## src/rtl/sss_generator_if.sv

```systemverilog
`default_nettype none
// ============================================================================
// Module   : sss_generator_if
// Purpose  : Request/stream/error bundle between the SSS generator and its peers.
// Revision : 1.0 - initial release
// ============================================================================
interface sss_generator_if;
    logic [10:0] s_axis_in_tdata;
    logic        s_axis_in_tvalid;
    logic        s_axis_in_tready;
    logic        m_axis_out_tdata;
    logic        m_axis_out_tvalid;
    logic        m_axis_out_tready;
    logic        m_axis_out_tlast;
    logic        error_o;

    modport slave (
        input  s_axis_in_tdata, s_axis_in_tvalid, m_axis_out_tready,
        output s_axis_in_tready, m_axis_out_tdata, m_axis_out_tvalid,
               m_axis_out_tlast, error_o
    );

    modport master (
        output s_axis_in_tdata, s_axis_in_tvalid, m_axis_out_tready,
        input  s_axis_in_tready, m_axis_out_tdata, m_axis_out_tvalid,
               m_axis_out_tlast, error_o
    );
endinterface
`default_nettype wire

```

## src/rtl/sss_generator.sv

```systemverilog
`default_nettype none
// ============================================================================
// Module   : sss_generator
// Purpose  : Streams the 127-bit NR SSS for (N_id_1, N_id_2), one bit per beat.
//            Define SSS_GEN_ROM_EN to hold the m-sequences as constants (no INIT).
// Revision : 1.0 - initial release
// ============================================================================
module sss_generator #(
    parameter int N_ID_1_MAX = 335,
    parameter int SHIFT_MAX  = 112
) (
    input  wire logic      clk_i,
    input  wire logic      reset_ni,
    sss_generator_if.slave bus
);
    localparam int         SSS_LEN = 127;
    localparam logic [6:0] c_LAST  = 7'(SSS_LEN - 1);

    typedef enum logic [1:0] {
        ST_INIT   = 2'd0,
        ST_IDLE   = 2'd1,
        ST_CALC   = 2'd2,
        ST_STREAM = 2'd3
    } state_t;

    state_t       r_state;
    state_t       w_state_nxt;
    logic [8:0]   r_nid1;
    logic [1:0]   r_nid2;
    logic [6:0]   r_p0;
    logic [6:0]   r_p1;
    logic [6:0]   r_n;
    logic         r_error;
    logic         r_alive;
    logic [126:0] w_mseq0;
    logic [126:0] w_mseq1;
    logic         w_fill_done;
    logic         w_req_take;
    logic         w_req_bad;
    logic         w_stream;
    logic         w_beat;
    logic [1:0]   w_q;
    logic [6:0]   w_m0;
    logic [6:0]   w_m1;

    function automatic logic [6:0] f_wrap_inc(input logic [6:0] p);
        return (p == c_LAST) ? 7'd0 : p + 7'd1;
    endfunction

`ifdef SSS_GEN_ROM_EN
    // Unrolls x(i+7) = x(i+TAP) ^ x(i) from x(6:0) = 0000001 at elaboration.
    function automatic logic [126:0] f_mseq(input int TAP);
        logic [133:0] v_x;
        v_x    = '0;
        v_x[0] = 1'b1;
        for (int i = 0; i < SSS_LEN; i++) begin
            v_x[i + 7] = v_x[i + TAP] ^ v_x[i];
        end
        return v_x[126:0];
    endfunction

    localparam logic [126:0] c_MSEQ_0      = f_mseq(4);
    localparam logic [126:0] c_MSEQ_1      = f_mseq(1);
    localparam state_t       c_RESET_STATE = ST_IDLE;

    assign w_mseq0     = c_MSEQ_0;
    assign w_mseq1     = c_MSEQ_1;
    assign w_fill_done = 1'b1;
`else
    localparam state_t c_RESET_STATE = ST_INIT;

    logic [126:0] r_mseq0;
    logic [126:0] r_mseq1;
    logic [6:0]   r_lfsr0;
    logic [6:0]   r_lfsr1;
    logic [6:0]   r_fill_idx;
    logic         r_filled;

    // Bit k of each LFSR holds x(i+k); bit 0 is the sample written this cycle.
    always_ff @(posedge clk_i or negedge reset_ni) begin
        if (!reset_ni) begin
            r_mseq0    <= '0;
            r_mseq1    <= '0;
            r_lfsr0    <= 7'd1;
            r_lfsr1    <= 7'd1;
            r_fill_idx <= 7'd0;
            r_filled   <= 1'b0;
        end else if (r_state == ST_INIT) begin
            r_mseq0[r_fill_idx] <= r_lfsr0[0];
            r_mseq1[r_fill_idx] <= r_lfsr1[0];
            r_lfsr0             <= {r_lfsr0[4] ^ r_lfsr0[0], r_lfsr0[6:1]};
            r_lfsr1             <= {r_lfsr1[1] ^ r_lfsr1[0], r_lfsr1[6:1]};
            r_fill_idx          <= r_fill_idx + 7'd1;
            if (r_fill_idx == c_LAST) begin
                r_filled <= 1'b1;
            end
        end
    end

    assign w_mseq0     = r_mseq0;
    assign w_mseq1     = r_mseq1;
    assign w_fill_done = r_filled;
`endif

    assign w_stream   = (r_state == ST_STREAM);
    assign w_beat     = w_stream & bus.m_axis_out_tready;
    assign w_req_take = bus.s_axis_in_tready & bus.s_axis_in_tvalid;
    assign w_req_bad  = (bus.s_axis_in_tdata[10:2] > 9'(N_ID_1_MAX)) |
                        (bus.s_axis_in_tdata[1:0] == 2'd3);

    assign w_q  = (r_nid1 >= 9'(2 * SHIFT_MAX)) ? 2'd2 :
                  (r_nid1 >= 9'(SHIFT_MAX))     ? 2'd1 : 2'd0;
    assign w_m0 = ((w_q == 2'd2) ? 7'd30 : (w_q == 2'd1) ? 7'd15 : 7'd0) +
                  7'(r_nid2) * 7'd5;
    // Result is below SHIFT_MAX, so 7-bit modular subtraction is exact.
    assign w_m1 = r_nid1[6:0] - ((w_q == 2'd2) ? 7'(2 * SHIFT_MAX) :
                                 (w_q == 2'd1) ? 7'(SHIFT_MAX) : 7'd0);

    always_ff @(posedge clk_i or negedge reset_ni) begin
        if (!reset_ni) begin
            r_state <= c_RESET_STATE;
        end else begin
            r_state <= w_state_nxt;
        end
    end

    always_comb begin
        w_state_nxt = r_state;
        case (r_state)
`ifndef SSS_GEN_ROM_EN
            ST_INIT:   if (r_fill_idx == c_LAST) w_state_nxt = ST_IDLE;
`endif
            ST_IDLE:   if (w_req_take && !w_req_bad) w_state_nxt = ST_CALC;
            ST_CALC:   w_state_nxt = ST_STREAM;
            ST_STREAM: if (w_beat && (r_n == c_LAST)) w_state_nxt = ST_IDLE;
            default:   w_state_nxt = w_fill_done ? ST_IDLE : ST_INIT;
        endcase
    end

    always_ff @(posedge clk_i or negedge reset_ni) begin
        if (!reset_ni) begin
            r_nid1  <= 9'd0;
            r_nid2  <= 2'd0;
            r_p0    <= 7'd0;
            r_p1    <= 7'd0;
            r_n     <= 7'd0;
            r_error <= 1'b0;
            r_alive <= 1'b0;
        end else begin
            r_alive <= 1'b1;
            r_error <= w_req_take & w_req_bad;
            if (w_req_take) begin
                r_nid1 <= bus.s_axis_in_tdata[10:2];
                r_nid2 <= bus.s_axis_in_tdata[1:0];
            end
            if (r_state == ST_CALC) begin
                r_p0 <= w_m0;
                r_p1 <= w_m1;
                r_n  <= 7'd0;
            end else if (w_beat) begin
                r_p0 <= f_wrap_inc(r_p0);
                r_p1 <= f_wrap_inc(r_p1);
                r_n  <= r_n + 7'd1;
            end
        end
    end

    // r_alive keeps tready low while reset is held, even when reset lands in IDLE.
    assign bus.s_axis_in_tready  = (r_state == ST_IDLE) & r_alive;
    assign bus.m_axis_out_tvalid = w_stream;
    assign bus.m_axis_out_tdata  = w_stream & (w_mseq0[r_p0] ^ w_mseq1[r_p1]);
    assign bus.m_axis_out_tlast  = w_stream & (r_n == c_LAST);
    assign bus.error_o           = r_error;
endmodule
`default_nettype wire

```

## src/flat_wrapper.sv

```systemverilog
// flat-port wrapper written by rule: the top's interface ports become plain ports
module sss_generator_flat 
#(
    parameter int N_ID_1_MAX = 335,
    parameter int SHIFT_MAX  = 112
)
  (clk_i, reset_ni, bus_s_axis_in_tdata, bus_s_axis_in_tvalid, bus_m_axis_out_tready, bus_s_axis_in_tready, bus_m_axis_out_tdata, bus_m_axis_out_tvalid, bus_m_axis_out_tlast, bus_error_o);
  sss_generator_if bus_i ();
  input  wire logic clk_i;
  input  wire logic reset_ni;
  input wire logic [$bits(bus_i.s_axis_in_tdata)-1:0] bus_s_axis_in_tdata;
  input wire logic [$bits(bus_i.s_axis_in_tvalid)-1:0] bus_s_axis_in_tvalid;
  input wire logic [$bits(bus_i.m_axis_out_tready)-1:0] bus_m_axis_out_tready;
  output wire logic [$bits(bus_i.s_axis_in_tready)-1:0] bus_s_axis_in_tready;
  output wire logic [$bits(bus_i.m_axis_out_tdata)-1:0] bus_m_axis_out_tdata;
  output wire logic [$bits(bus_i.m_axis_out_tvalid)-1:0] bus_m_axis_out_tvalid;
  output wire logic [$bits(bus_i.m_axis_out_tlast)-1:0] bus_m_axis_out_tlast;
  output wire logic [$bits(bus_i.error_o)-1:0] bus_error_o;
  assign bus_i.s_axis_in_tdata = bus_s_axis_in_tdata;
  assign bus_i.s_axis_in_tvalid = bus_s_axis_in_tvalid;
  assign bus_i.m_axis_out_tready = bus_m_axis_out_tready;
  assign bus_s_axis_in_tready = bus_i.s_axis_in_tready;
  assign bus_m_axis_out_tdata = bus_i.m_axis_out_tdata;
  assign bus_m_axis_out_tvalid = bus_i.m_axis_out_tvalid;
  assign bus_m_axis_out_tlast = bus_i.m_axis_out_tlast;
  assign bus_error_o = bus_i.error_o;
  sss_generator #(.N_ID_1_MAX(N_ID_1_MAX), .SHIFT_MAX(SHIFT_MAX)) u_core (.clk_i(clk_i), .reset_ni(reset_ni), .bus(bus_i));
endmodule
```

## config.mk

```make
export PLATFORM = sky130hd
export DESIGN_NAME = sss_generator_flat
export DESIGN_NICKNAME = d
export VERILOG_FILES = /design/src/rtl/sss_generator_if.sv /design/src/rtl/sss_generator.sv /design/src/flat_wrapper.sv
export SDC_FILE = /design/constraint.sdc
export NUM_CORES = 1
export LEC_CHECK = 0
export ABC_CLOCK_PERIOD_IN_PS = 6300
export CORE_MARGIN = 1.5
export CORE_UTILIZATION = 65
export CTS_CLUSTER_DIAMETER = 80
export DETAILED_ROUTE_END_ITERATION = 8
export PLACE_DENSITY = 0.82
export SETUP_SLACK_MARGIN = 0.1
export SLEW_MARGIN = 20
export SYNTH_ARGS = -nofsm -noshare
export SYNTH_HDL_FRONTEND = slang
export SYNTH_SLANG_ARGS = --single-unit
export TNS_END_PERCENT = 10
```

## constraint.sdc

```tcl
create_clock -name clk_i -period 6.3 [get_ports clk_i]
set_input_delay 0.945 -clock clk_i [delete_from_list [all_inputs] [get_ports clk_i]]
set_output_delay 0.945 -clock clk_i [all_outputs]
set_load 0.01 [all_outputs]
```

# Word-level counts from Yosys, hierarchy flattened

Cells that the tools add are included.

Register bits after elaboration: 311
Input bits: 15
Output and inout port bits: 5

Add/sub/neg operators: 6
Multipliers: 1
Magnitude comparators: 7
Eq/ne operators: 13
Mux-type cells: 26
Bitwise operators: 10
Reductions and logical operators: 7

Operators by type and width:

| cell                                                        | count |
|---|---|
| bitwise mux 127 bit                                         | 2 |
| 2-to-1 mux 7 bit                                            | 11 |
| adder 7 x 1 -> 7 bit (second input constant)                | 4 |
| == test 7 bit (second input constant)                       | 4 |
| less-than comparator 7 x 8 -> 1 bit (second input constant) | 3 |
| binary-select mux 1 bit (select 7 bit)                      | 2 |
| >= comparator 9 x 7 -> 1 bit (second input constant)        | 1 |
| >= comparator 9 x 8 -> 1 bit (second input constant)        | 1 |
| greater-than comparator 9 bit (second input constant)       | 1 |
| == test 2 bit (second input constant)                       | 4 |
| 2-to-1 mux 2 bit                                            | 4 |
| one-hot mux 2 bit (4 select lines)                          | 1 |
| adder 7 x 5 -> 7 bit                                        | 1 |
| demux 1 bit (select 7 bit)                                  | 1 |
| >= comparator 7 x 1 -> 1 bit (second input constant)        | 1 |
| subtractor 7 bit                                            | 1 |
| AND 1 bit                                                   | 6 |
| multiplier 2 x 3 -> 5 bit (second input constant)           | 1 |
| == test 2 x 1 -> 1 bit (second input constant)              | 2 |
| 2-to-1 mux 1 bit                                            | 4 |
| 2-to-1 mux 4 bit                                            | 1 |
| != test 2 bit (second input constant)                       | 2 |
| logical AND 1 bit                                           | 3 |
| AND reduction 3 bit                                         | 1 |
| other kinds (6)                                             | 8 |

# Longest topological paths before layout

Depth in word-level cells: 8
Depth in mapped cells: 13

# Worst setup path after synthesis

Ideal clock, no wire load.

Path type: register to output
From: register u_core.r_p1[0]
To: output port bus_m_axis_out_tdata
Arrival time: 2156 ps
Data required time: 5355 ps
Slack: 3199 ps
Cell stages (with the launch flop): 10
Buffers on the path: 2
Cell sequence: dfrtp_1 buf_4 buf_6 mux4_2 mux2i_1 mux2i_1 a2111oi_0 a32oi_1 xnor2_1 and2_1

Longest elaborated chain between the ends: 4

RTL lines:

| item                                   | RTL line             | source |
|---|---|---|
| start, declared                        | sss_generator.sv:31  | `logic [6:0] r_p1;` |
| start signal, assigned                 | sss_generator.sv:158 | `r_p1 <= w_m1;` |
| start signal, assigned                 | sss_generator.sv:162 | `r_p1 <= f_wrap_inc(r_p1);` |
| binary-select mux 1 bit (select 7 bit) | sss_generator.sv:171 | `assign bus.m_axis_out_tdata = w_stream & (w_mseq0[r_p0] ^ w_mseq1[r_p1]);` |
| 2-to-1 mux 1 bit (not written as such) | sss_generator.sv:171 |  |
| XOR 1 bit                              | sss_generator.sv:171 |  |
| AND 1 bit                              | sss_generator.sv:171 |  |
| end, declared                          | flat_wrapper.sv:15   | `output wire logic [$bits(bus_i.m_axis_out_tdata)-1:0] bus_m_axis_out_tdata;` |

No other way between the ends. The select of a mux whose other input is x is not followed.

# Worst setup path after layout

From: register u_core.r_p0[0]
To: output port bus_m_axis_out_tdata

Longest elaborated chain between the ends: 4

RTL lines:

| item                                   | RTL line             | source |
|---|---|---|
| start, declared                        | sss_generator.sv:30  | `logic [6:0] r_p0;` |
| start signal, assigned                 | sss_generator.sv:157 | `r_p0 <= w_m0;` |
| start signal, assigned                 | sss_generator.sv:161 | `r_p0 <= f_wrap_inc(r_p0);` |
| binary-select mux 1 bit (select 7 bit) | sss_generator.sv:171 |  |
| 2-to-1 mux 1 bit (not written as such) | sss_generator.sv:171 |  |
| XOR 1 bit                              | sss_generator.sv:171 |  |
| AND 1 bit                              | sss_generator.sv:171 |  |

No other way between the ends. The select of a mux whose other input is x is not followed.

==> out/results.tsv <==
stage	metric	value	unit
sta	RSZ-0062 raised after global routing	no	
placement	Buffers on Ports	19	
critical_path	startpoint type of the worst setup path	flop	
routing	Residual DRC	0	
synth	Post-Syn Area	15400	um^2
sta	highest achievable clock rate	194	MHz
routing	antenna violation net count after detailed routing	0	
cts	total number of clock tree sinks	311	
routing	routed via count divided by cell count	6.57	
die	Core Footprint	23400	um^2
power_and_ir_drop	power spent charging and discharging nets	2.38	mW
die	die boundary height	157	um
cts	Inserted Clock Buffers	35	
final_layout	n_diodes	0	
power_and_ir_drop	switching share of power	35.6	%
sta	measured slew at the worst slew-check pin	1.16	ns
synth	number of flops mapped to enable cells by yosys	0	
worst_hold_path	min-delay worst type	input pin to async pin	
cts	H-tree level count	2	
synth	area fraction of the dominant cell type after synthesis	50.1	%
die	die outline width	157	um
synth	cell type with the highest aggregate area in the netlist	sky130_fd_sc_hd__dfrtp_1	
final_layout	Core Util, Final	72.6	%
routing	total length of routed wires	36400	um
power_and_ir_drop	leakage power of the design	7.91	nW
cts	number of hold-repair buffers added at the cts stage	0	
cts	postcts setup bufs	0	
routing	total number of vias	10191	
placement	routability-driven placement congestion ratio	0.881	
cts	clock latency on the worst-skew pair	0.53	ns
synth	post-synth net total	1254	
power_and_ir_drop	fraction of power consumed by sequential logic	41.9	%
critical_path	highest net fanout along the worst path	29	
critical_path	required time of the critical path	5.35	ns
power_and_ir_drop	combinational group share of total power	27.9	%
synth	Yosys cell types	58	
routing	DRC violation total after the first TritonRoute iteration	798	
critical_path	CP Capture Type	output pin	
final_layout	share of cells above drive strength 1	34.0	%
die	Row Count	56	
synth	flip-flop and latch count after synthesis	311	
routing	drt pass-1 iters	6	
final_layout	net count reported at finish	1243	
synth	share of flip-flops with an asynchronous set or reset	100	%
final_layout	layout-stage area growth over the synthesis result	10.2	%
synth	Post-Synthesis Mean Instance Area	12.6	um^2
cts	CTS tree	done	
global_route	maximum number of pins on one net before global-route repair	137	
global_route	global-route wire length before repair	58000	um
flow_run	max capacitance violation total	0	
final_layout	most frequent cells in the layout	sky130_fd_sc_hd__dfrtp_1 (306), sky130_fd_sc_hd__mux2_2 (280), sky130_fd_sc_hd__nand2_1 (142), sky130_fd_sc_hd__nor2_1 (74), sky130_fd_sc_hd__mux4_2 (47)	
critical_path	r2r startpoint	u_core.r_nid1[6]$_DFFE_PN0P_	
die	Top Ports	20	
critical_path	worst setup path class	flop to output pin	
global_route	initial antenna violation count	0	
sta	worst max-slew margin expressed relative to the limit	22.1	%
global_route	GRT Util Overall	30.9	%
critical_path	start point of the critical path	u_core.r_p0[0]$_DFFE_PN0P_	
synth	dominant synthesized flop cell	sky130_fd_sc_hd__dfrtp_1	
final_layout	most common library cell in the layout ignoring fill and taps	sky130_fd_sc_hd__dfrtp_1	
sta	setup total negative slack	0	ns
cts	clock root cell	sky130_fd_sc_hd__clkbuf_16	
sta	clock period minus worst slack	5.15	ns
run_status	result of the run	completed	
synth	cell count after synthesis	1220	
power_and_ir_drop	areal power density over the cells	393	nW/um^2
synth	total number of yosys warnings	0	
sta	Final Max Slew Viols	0	
global_route	via count of the first global-routing pass	10458	
global_route	Remaining Overflow, GRT	0	
routing	post-DR wirelength/cell	23.4	um
die	initial cell density of the core	65.9	%
cts	clock edge transition at the registers on the reported setup and hold paths	0.06	ns
synth	top area cells in the synthesized netlist	sky130_fd_sc_hd__dfrtp_1 (50%), sky130_fd_sc_hd__mux2_2 (20%), sky130_fd_sc_hd__mux4_2 (6.9%)	
sta	final setup skew	0.0196	ns
die	Die Area	24700	um^2
critical_path	critical path data arrival time	4.21	ns
power_and_ir_drop	largest vdd supply drop	0.322	mV
power_and_ir_drop	clock share of power	30.1	%
cts	count of cells resized by post-cts repair	0	
cts	maximum buffer depth of the clock tree	3	
power_and_ir_drop	internal power component	4.30	mW
sta	total count of hold-check failures in the final report	0	
sta	fin crit share	81.8	%
sta	Setup Viol. Count Final	0	
placement	post-detail-place hpwl	22900	um
synth	sequential-to-total area share from yosys stat	50.5	%
==> through the flow <==
stage	hold slack [ns]	total power, mW	setup WS, ns	area, um^2	cells
after floorplan	0.454	4.04	3.20	15400	1220
after global placement	0.479	4.56	1.76	15800	1489
after detailed placement	0.487	4.62	1.70	15800	1489
after CTS	0.500	6.64	1.14	16900	1550
after global routing	0.507	7.01	0.999	17000	1552
final	0.441	6.68	1.15	17000	1552
==> routing by layer <==
layer	wire length (um)	track usage, %
met5	0	0
met4	1540	13.5
met3	2750	5.81
met2	17300	49.1
met1	14800	42.0
==> cells in the mapped netlist, types with 5 or more instances <==
cell type / count
sky130_fd_sc_hd__o21ai_0: 18
sky130_fd_sc_hd__and2_1: 6
sky130_fd_sc_hd__mux4_2: 47
sky130_fd_sc_hd__mux2_2: 280
sky130_fd_sc_hd__a22oi_1: 9
sky130_fd_sc_hd__mux2i_1: 26
sky130_fd_sc_hd__inv_1: 17
sky130_fd_sc_hd__buf_1: 7
sky130_fd_sc_hd__nand3_1: 20
sky130_fd_sc_hd__nor2b_1: 7
sky130_fd_sc_hd__nor2_1: 74
sky130_fd_sc_hd__nand2b_1: 10
sky130_fd_sc_hd__nor3_1: 18
sky130_fd_sc_hd__buf_2: 11
sky130_fd_sc_hd__o221ai_1: 5
sky130_fd_sc_hd__ha_1: 17
sky130_fd_sc_hd__mux4_1: 11
sky130_fd_sc_hd__xor2_1: 6
sky130_fd_sc_hd__clkbuf_1: 64
sky130_fd_sc_hd__nand4_1: 11
sky130_fd_sc_hd__dfrtp_1: 309
sky130_fd_sc_hd__nand2_1: 142
sky130_fd_sc_hd__nand3b_1: 7
sky130_fd_sc_hd__a21oi_1: 17
sky130_fd_sc_hd__xnor2_1: 15
sky130_fd_sc_hd__a31oi_1: 5
==> flip-flops by register name (all words and copies together) (netlist names) <==
register / flops
u_core.bus.error_o: 1
u_core.r_mseq1: 127
u_core.r_lfsr1: 7
u_core.r_alive: 1
u_core.r_nid1: 9
u_core.r_fill_idx: 7
u_core.r_state: 2
u_core.r_p1: 7
u_core.r_n: 7
u_core.r_p0: 7
u_core.r_lfsr0: 7
u_core.r_mseq0: 127
u_core.r_nid2: 2
==> critical path: stages, from the launching register on <==
cell	delay [ns]
sky130_fd_sc_hd__dfrtp_2	0.95
sky130_fd_sc_hd__buf_4	0.45
sky130_fd_sc_hd__mux2i_1	0.16
sky130_fd_sc_hd__a221oi_1	0.37
sky130_fd_sc_hd__a22oi_1	0.16
sky130_fd_sc_hd__o311ai_0	0.38
sky130_fd_sc_hd__o22ai_2	0.15
sky130_fd_sc_hd__xnor2_1	0.35
sky130_fd_sc_hd__and2_1	0.18
sky130_fd_sc_hd__clkdlybuf4s50_1	0.53
==> worst paths after layout <==
kind / depth (start not counted) / slack, ns / end
max: 9 / 1.15 / bus_m_axis_out_tdata
min: 1 / 0.44 / u_core.r_n[4]$_DFFE_PN0P_
max reg2reg: 11 / 3.39 / u_core.r_p0[5]$_DFFE_PN0P_
min reg2reg: 1 / 0.50 / u_core.r_mseq0[123]$_DFFE_PN0P_
max in group asynchronous: 2 / 4.39 / u_core.r_mseq0[48]$_DFFE_PN0P_
min in group clk_i: 1 / 0.50 / u_core.r_mseq0[123]$_DFFE_PN0P_
==> area by class of cell <==
class	instances	area, um^2
sequential	311	7800
multi-input combinational	802	7180
clock buffer	50	1010
fill	1524	6400
tap	319	399
inverter	17	63.8
timing repair buffer	42	420
clock inverter	11	126
==> power groups by stage <==
stage / sequential (mW) / clock [mW] / combinational (mW)
floorplan: 2.40 / 0 / 1.64
global placement: 2.96 / 0 / 1.60
detailed placement: 2.97 / 0 / 1.65
CTS: 2.94 / 2.03 / 1.67
global route: 2.84 / 2.13 / 2.04
finish: 2.80 / 2.01 / 1.86
==> logic make-up (layout without fill, tap and decap cells) <==
kind of cell / after synthesis / after routing / share of synthesized area [%]
xor+xnor: 21 / 21 / 1.19
compound gates: 86 / 86 / 3.86
other cells: 1 / 1 / 0.0243
buf+inv: 107 / 120 / 3.04
simple gates: 311 / 311 / 8.89
flops: 311 / 311 / 50.5
fa+ha+maj: 19 / 19 / 1.64
mux: 364 / 364 / 30.9
Note: power is estimated with default switching activity, not from simulation.
